==> src/rtl/kamus_pkg.sv <==
// Shared load/store definitions: FSM states, access sizes and funct3 encodings.
package kamus_pkg;

  typedef enum logic [1:0] {
    LSU_IDLE = 2'b00,
    LSU_REQ  = 2'b01,
    LSU_WAIT = 2'b10
  } lsu_state_t;

  // Access size as encoded in funct3[1:0]; the value 2'b11 is not a legal size.
  typedef enum logic [1:0] {
    LSU_B = 2'b00,
    LSU_H = 2'b01,
    LSU_W = 2'b10
  } lsu_size_t;

  // funct3 encodings for loads/stores, shared with the decoder.
  localparam logic [2:0] F3_B  = 3'b000;
  localparam logic [2:0] F3_H  = 3'b001;
  localparam logic [2:0] F3_W  = 3'b010;
  localparam logic [2:0] F3_BU = 3'b100;
  localparam logic [2:0] F3_HU = 3'b101;

endpackage

==> src/rtl/kamus_lsu_align.sv <==
// Combinational lane logic: byte enables, store replication, misalignment
// detection on the request side and load extraction/extension on the response side.
module kamus_lsu_align
  import kamus_pkg::*;
#(
  parameter int XLEN = 32
) (
  input  logic [1:0]      req_size,
  input  logic [1:0]      req_off,
  input  logic [XLEN-1:0] req_wdata,
  output logic [3:0]      req_be,
  output logic [XLEN-1:0] req_wdata_rep,
  output logic            req_misaligned,
  input  lsu_size_t       ld_size,
  input  logic            ld_unsigned,
  input  logic [1:0]      ld_off,
  input  logic [XLEN-1:0] ld_rdata,
  output logic [XLEN-1:0] ld_data
);

  logic [XLEN-1:0] ld_shifted;

  assign ld_shifted = ld_rdata >> {ld_off, 3'b000};

  // Request side: lane enables and replicated store data; size 11 is always illegal.
  always_comb begin
    req_be         = 4'b0000;
    req_wdata_rep  = req_wdata;
    req_misaligned = 1'b0;
    case (req_size)
      LSU_B: begin
        req_be        = 4'b0001 << req_off;
        req_wdata_rep = {(XLEN/8){req_wdata[7:0]}};
      end
      LSU_H: begin
        req_be         = 4'b0011 << req_off;
        req_wdata_rep  = {(XLEN/16){req_wdata[15:0]}};
        req_misaligned = req_off[0];
      end
      LSU_W: begin
        req_be         = 4'b1111;
        req_misaligned = (req_off != 2'b00);
      end
      default: req_misaligned = 1'b1;
    endcase
  end

  // Response side: the addressed bytes arrive in the low lanes after the shift.
  always_comb begin
    ld_data = ld_shifted;
    case (ld_size)
      LSU_B: ld_data = ld_unsigned ? {{(XLEN-8){1'b0}}, ld_shifted[7:0]}
                                   : {{(XLEN-8){ld_shifted[7]}}, ld_shifted[7:0]};
      LSU_H: ld_data = ld_unsigned ? {{(XLEN-16){1'b0}}, ld_shifted[15:0]}
                                   : {{(XLEN-16){ld_shifted[15]}}, ld_shifted[15:0]};
      default: ld_data = ld_shifted;
    endcase
  end

endmodule

==> src/rtl/kamus_lsu.sv <==
// Load/store unit: accepts one memory op from execute, runs the L1D
// request/grant/response handshake and returns aligned load data.
module kamus_lsu
  import kamus_pkg::*;
#(
  parameter int XLEN = 32
) (
  input  logic            clk_i,
  input  logic            rst_i,
  input  logic            req_valid_i,
  input  logic            l1d_wr_en_i,
  input  logic [2:0]      funct3_i,
  input  logic [XLEN-1:0] addr_i,
  input  logic [XLEN-1:0] wdata_i,
  output logic            stall_o,
  output logic [XLEN-1:0] rdata_o,
  output logic            rdata_valid_o,
  output logic            misaligned_o,
  output logic            l1d_req_o,
  output logic            l1d_we_o,
  output logic [XLEN-1:0] l1d_addr_o,
  output logic [3:0]      l1d_be_o,
  output logic [XLEN-1:0] l1d_wdata_o,
  input  logic            l1d_gnt_i,
  input  logic            l1d_rvalid_i,
  input  logic [XLEN-1:0] l1d_rdata_i
);

  lsu_state_t      state_reg;
  logic            we_reg;
  lsu_size_t       size_reg;
  logic            ld_unsigned_reg;
  logic [1:0]      off_reg;
  logic [XLEN-1:0] addr_reg;
  logic [3:0]      be_reg;
  logic [XLEN-1:0] wdata_reg;
  logic            req_reg;
  logic [XLEN-1:0] rdata_reg;
  logic            rdata_valid_reg;
  logic            misaligned_reg;

  logic [3:0]      req_be;
  logic [XLEN-1:0] req_wdata_rep;
  logic            req_misaligned;
  logic [XLEN-1:0] ld_data;

  kamus_lsu_align #(.XLEN(XLEN)) u_align (
    .req_size       (funct3_i[1:0]),
    .req_off        (addr_i[1:0]),
    .req_wdata      (wdata_i),
    .req_be         (req_be),
    .req_wdata_rep  (req_wdata_rep),
    .req_misaligned (req_misaligned),
    .ld_size        (size_reg),
    .ld_unsigned    (ld_unsigned_reg),
    .ld_off         (off_reg),
    .ld_rdata       (l1d_rdata_i),
    .ld_data        (ld_data)
  );

  // Upstream must freeze the cycle an aligned op is accepted, not for misaligned ones.
  assign stall_o = (state_reg != LSU_IDLE) || (req_valid_i && !req_misaligned);

  assign rdata_o       = rdata_reg;
  assign rdata_valid_o = rdata_valid_reg;
  assign misaligned_o  = misaligned_reg;
  assign l1d_req_o     = req_reg;
  assign l1d_we_o      = we_reg;
  assign l1d_addr_o    = addr_reg;
  assign l1d_be_o      = be_reg;
  assign l1d_wdata_o   = wdata_reg;

  // Handshake FSM; the l1d_* request fields are latched at accept so they stay stable in REQ.
  always_ff @(posedge clk_i) begin
    if (rst_i) begin
      state_reg       <= LSU_IDLE;
      we_reg          <= 1'b0;
      size_reg        <= LSU_B;
      ld_unsigned_reg <= 1'b0;
      off_reg         <= 2'b00;
      addr_reg        <= '0;
      be_reg          <= 4'b0000;
      wdata_reg       <= '0;
      req_reg         <= 1'b0;
      rdata_reg       <= '0;
      rdata_valid_reg <= 1'b0;
      misaligned_reg  <= 1'b0;
    end else begin
      rdata_valid_reg <= 1'b0;
      misaligned_reg  <= 1'b0;
      case (state_reg)
        LSU_IDLE: begin
          if (req_valid_i) begin
            if (req_misaligned) begin
              misaligned_reg <= 1'b1;
            end else begin
              we_reg          <= l1d_wr_en_i;
              size_reg        <= lsu_size_t'(funct3_i[1:0]);
              ld_unsigned_reg <= funct3_i[2];
              off_reg         <= addr_i[1:0];
              addr_reg        <= {addr_i[XLEN-1:2], 2'b00};
              be_reg          <= req_be;
              wdata_reg       <= req_wdata_rep;
              req_reg         <= 1'b1;
              state_reg       <= LSU_REQ;
            end
          end
        end
        LSU_REQ: begin
          if (l1d_gnt_i) begin
            req_reg   <= 1'b0;
            state_reg <= LSU_WAIT;
          end
        end
        LSU_WAIT: begin
          if (l1d_rvalid_i) begin
            state_reg <= LSU_IDLE;
            if (!we_reg) begin
              rdata_reg       <= ld_data;
              rdata_valid_reg <= 1'b1;
            end
          end
        end
        default: state_reg <= LSU_IDLE;
      endcase
    end
  end

endmodule
==> config.mk <==
export PLATFORM = sky130hd
export DESIGN_NAME = kamus_lsu
export DESIGN_NICKNAME = d
export VERILOG_FILES = /design/src/rtl/kamus_pkg.sv /design/src/rtl/kamus_lsu_align.sv /design/src/rtl/kamus_lsu.sv
export SDC_FILE = /design/constraint.sdc
export NUM_CORES = 1
export LEC_CHECK = 0
export CAP_MARGIN = 5
export CORE_ASPECT_RATIO = 0.7
export CORE_MARGIN = 3
export CORE_UTILIZATION = 38
export CTS_CLUSTER_SIZE = 24
export DETAILED_ROUTE_END_ITERATION = 8
export PLACE_DENSITY = 0.79
export SLEW_MARGIN = 15
export SYNTH_ARGS = -nofsm -noshare
export SYNTH_HDL_FRONTEND = slang
export SYNTH_SLANG_ARGS = --single-unit
==> constraint.sdc <==
create_clock -name clk_i -period 1.6 [get_ports clk_i]
set_input_delay 0.16 -clock clk_i [delete_from_list [all_inputs] [get_ports clk_i]]
set_output_delay 0.16 -clock clk_i [all_outputs]
set_load 0.01 [all_outputs]
==> impl_metrics.ini <==
[yosys]
avgSynthCellArea_sq_um = 8.19
netlist_area_sq_um = 4700
ys_seq_area_share_pct = 46.4
synth_cell_type_count = 37
synth_cells = 574
synth-seq-cells = 109
synth_edf_count = 0
synth_warnings = 0
ys.flop_type = dfxtp_1
ys_async_sr_fraction_pct = 0

[hold_path]
hp-class = input port to flop
hp-start = rst_i
holdPathStages = 2
whs_endpoint = l1d_be_o[1]

[floorplan]
coreArea_sq_um = 11900
die_w_um = 139
fp-row-count = 33
initial_core_util_pct = 39.5
ioPinCount = 210
die_area_sq_um = 13800
die_h_um = 99.0

[final_layout]
final_cell_mix = 201 x clkdlybuf4s50_1, 149 x nand2_1, 108 x dfxtp_1
n_antenna_cell = 0
fin_cells = 952
utilization_pct = 64.3
fin_nets = 896
final_area_sq_um = 7650
fillers = 980
drive_above_1_share_pct = 10.7
areaGrowthSynthToFinish_pct = 62.7
final_common_cell = clkdlybuf4s50_1

[sta]
skew_ps = 7.37
finalCriticalPeriod_ps = 1550
max_freq_mhz = 645
hold_violations = 0
max_slew.worst_pin.slew_ps = 575
setup_ws_ps = 50.5
max_slew_margin_pct = 61.6
fin_setup_tns_ps = 0
report.final.setup_viol = 0
rsz0062_at_grt = false
slew_violations = 0
hold_ws_ps = 313
finalCritPeriodShare_pct = 96.8

[global_routing]
grt_pass1_vias = 4958
grt.overflow.total = 0
grt_max_degree = 48
grt_antenna_before_repair = 0
track_usage_pct = 22.7
grt_pass1_wl_um = 25400

[routing]
drt_iter0_markers = 224
routed_wl_um = 15800
ant_nets = 0
via_per_inst = 5.13
drc_errors = 0
routedWlPerCell_um = 16.6
firstDrtPassIters = 5
via_count = 4886

[setup_path]
cp_num_buf_inv = 3
cp-end-kind = flop
max_stage_delay_ps = 410
critPathMaxFanout = 12
path_cells = dlygate4sd2_1, or3_4, a211oi_4, buf_6, bufbuf_16, nor2_1, a211oi_1
criticalPathCategory = input port to flop
ff2ff_setup_slack_ps = 60
required_ps = 1860
slowest_stage = or3_4
reg2reg_depth = 6
cp.arrival_ps = 1810
reg2reg_to = l1d_wdata_o[15]
r2r_start = state_reg[1]
critPathTopFamily = buffers and inverters
worstSetupStartpointType = input port

[clock_tree]
cts_htree_levels = 3
clock_latency_ps = 340
cts_made_buffers = 9
cts_sinks = 109
path_clk_slew_ps = 70
cts_buffer_depth = 2
cts-root-buf = clkbuf_16
cts_tree = done

[pwr]
ir_worst_vdd_v = 0.000540
p_leak_nw = 2.77
p_per_area_nw_per_um2 = 864
p_total_mw = 6.61

[job]
cap_violations = 0

[placed_design]
gp_congestion = 0.883
placed_cells = 931
placement.io_buffers = 207
placed_area_sq_um = 7170
dpl.hpwl_um = 11900
dp_slack_ps = -467

[outcome]
status = finished clean
-- cell families (layout without fill, tap and decap cells) --
kind of cell | count (synthesis) | count (layout) | synth area share (%)
simple gates | 223 | 223 | 19.1
compound gates | 138 | 138 | 18.1
flops | 109 | 109 | 46.4
buf+inv | 52 | 272 | 4.95
mux | 51 | 51 | 11.3
other cells | 1 | 2 | 0.0798
-- area by class of cell --
cell class / count / area [sq um] / area share, %
multi-input cells: 414 / 2360 / 30.8
flip-flops and latches: 109 / 2180 / 28.6
clock buffers: 10 / 239 / 3.13
well taps: 157 / 196 / 2.57
clock inverters: 5 / 75.1 / 0.982
inverters: 4 / 15.0 / 0.196
repair buffers: 253 / 2580 / 33.8
-- how the worst max path moves through the flow --
stage	slack, ps	cells past startpoint	from	end
floorplan	20	6	state_reg[1]	l1d_wdata_o[14]
global route	0.3	6	state_reg[1]	l1d_addr_o[21]
CTS	20	4	funct3_i[1]	l1d_wdata_o[14]
detailed placement	-470	6	funct3_i[0]	l1d_wdata_o[18]
global placement	-360	5	funct3_i[0]	l1d_wdata_o[9]
finish	50	7	addr_i[1]	l1d_wdata_o[15]
-- report_power, final --
group	total (mW)	internal (mW)	switching, mW
Combinational	1.34	0.747	0.594
Clock	2.35	1.40	0.950
Sequential	2.92	2.84	0.0780
-- what timing repair did --
| action | CTS | global route |
|---|---|---|
| setup endpoints to repair | 47 | 27 |
| hold buffers | 0 | 0 |
| buffers inserted | 3 | 0 |
| pin swaps | 1 | 4 |
| gates cloned | 3 | 0 |
| hold endpoints to repair | 0 | 0 |
| resized for setup | 15 | 9 |
-- metal layers --
metal / vias to the layer above / global-route usage (%) / share of wire (%)
li1: 2397 / - / -
met1: 2309 / 31.8 / 47
met2: 160 / 35.3 / 46
met3: 20 / 6.01 / 6.5
met4: 0 / 5.19 / 1.3
met5: - / 0 / 0
-- cells in the mapped netlist (2+ instances only) --
library cell / instances / area share, %
nand2b_1: 3 / 0.40
o21ai_0: 12 / 1.3
inv_1: 3 / 0.24
o2bb2ai_1: 7 / 1.3
nor3_1: 8 / 0.85
mux2_2: 8 / 1.9
clkbuf_1: 26 / 2.1
buf_1: 3 / 0.24
o22ai_1: 8 / 1.1
buf_4: 3 / 0.48
o211ai_1: 8 / 1.3
a21oi_1: 65 / 6.9
nand2_1: 149 / 12
nor2_1: 49 / 3.9
or3_1: 2 / 0.27
dfxtp_1: 109 / 46
buf_2: 15 / 1.6
mux2i_1: 42 / 8.9
nor2b_1: 5 / 0.67
a211oi_1: 32 / 5.1
No activity file was read; power rests on OpenSTA's default activity.
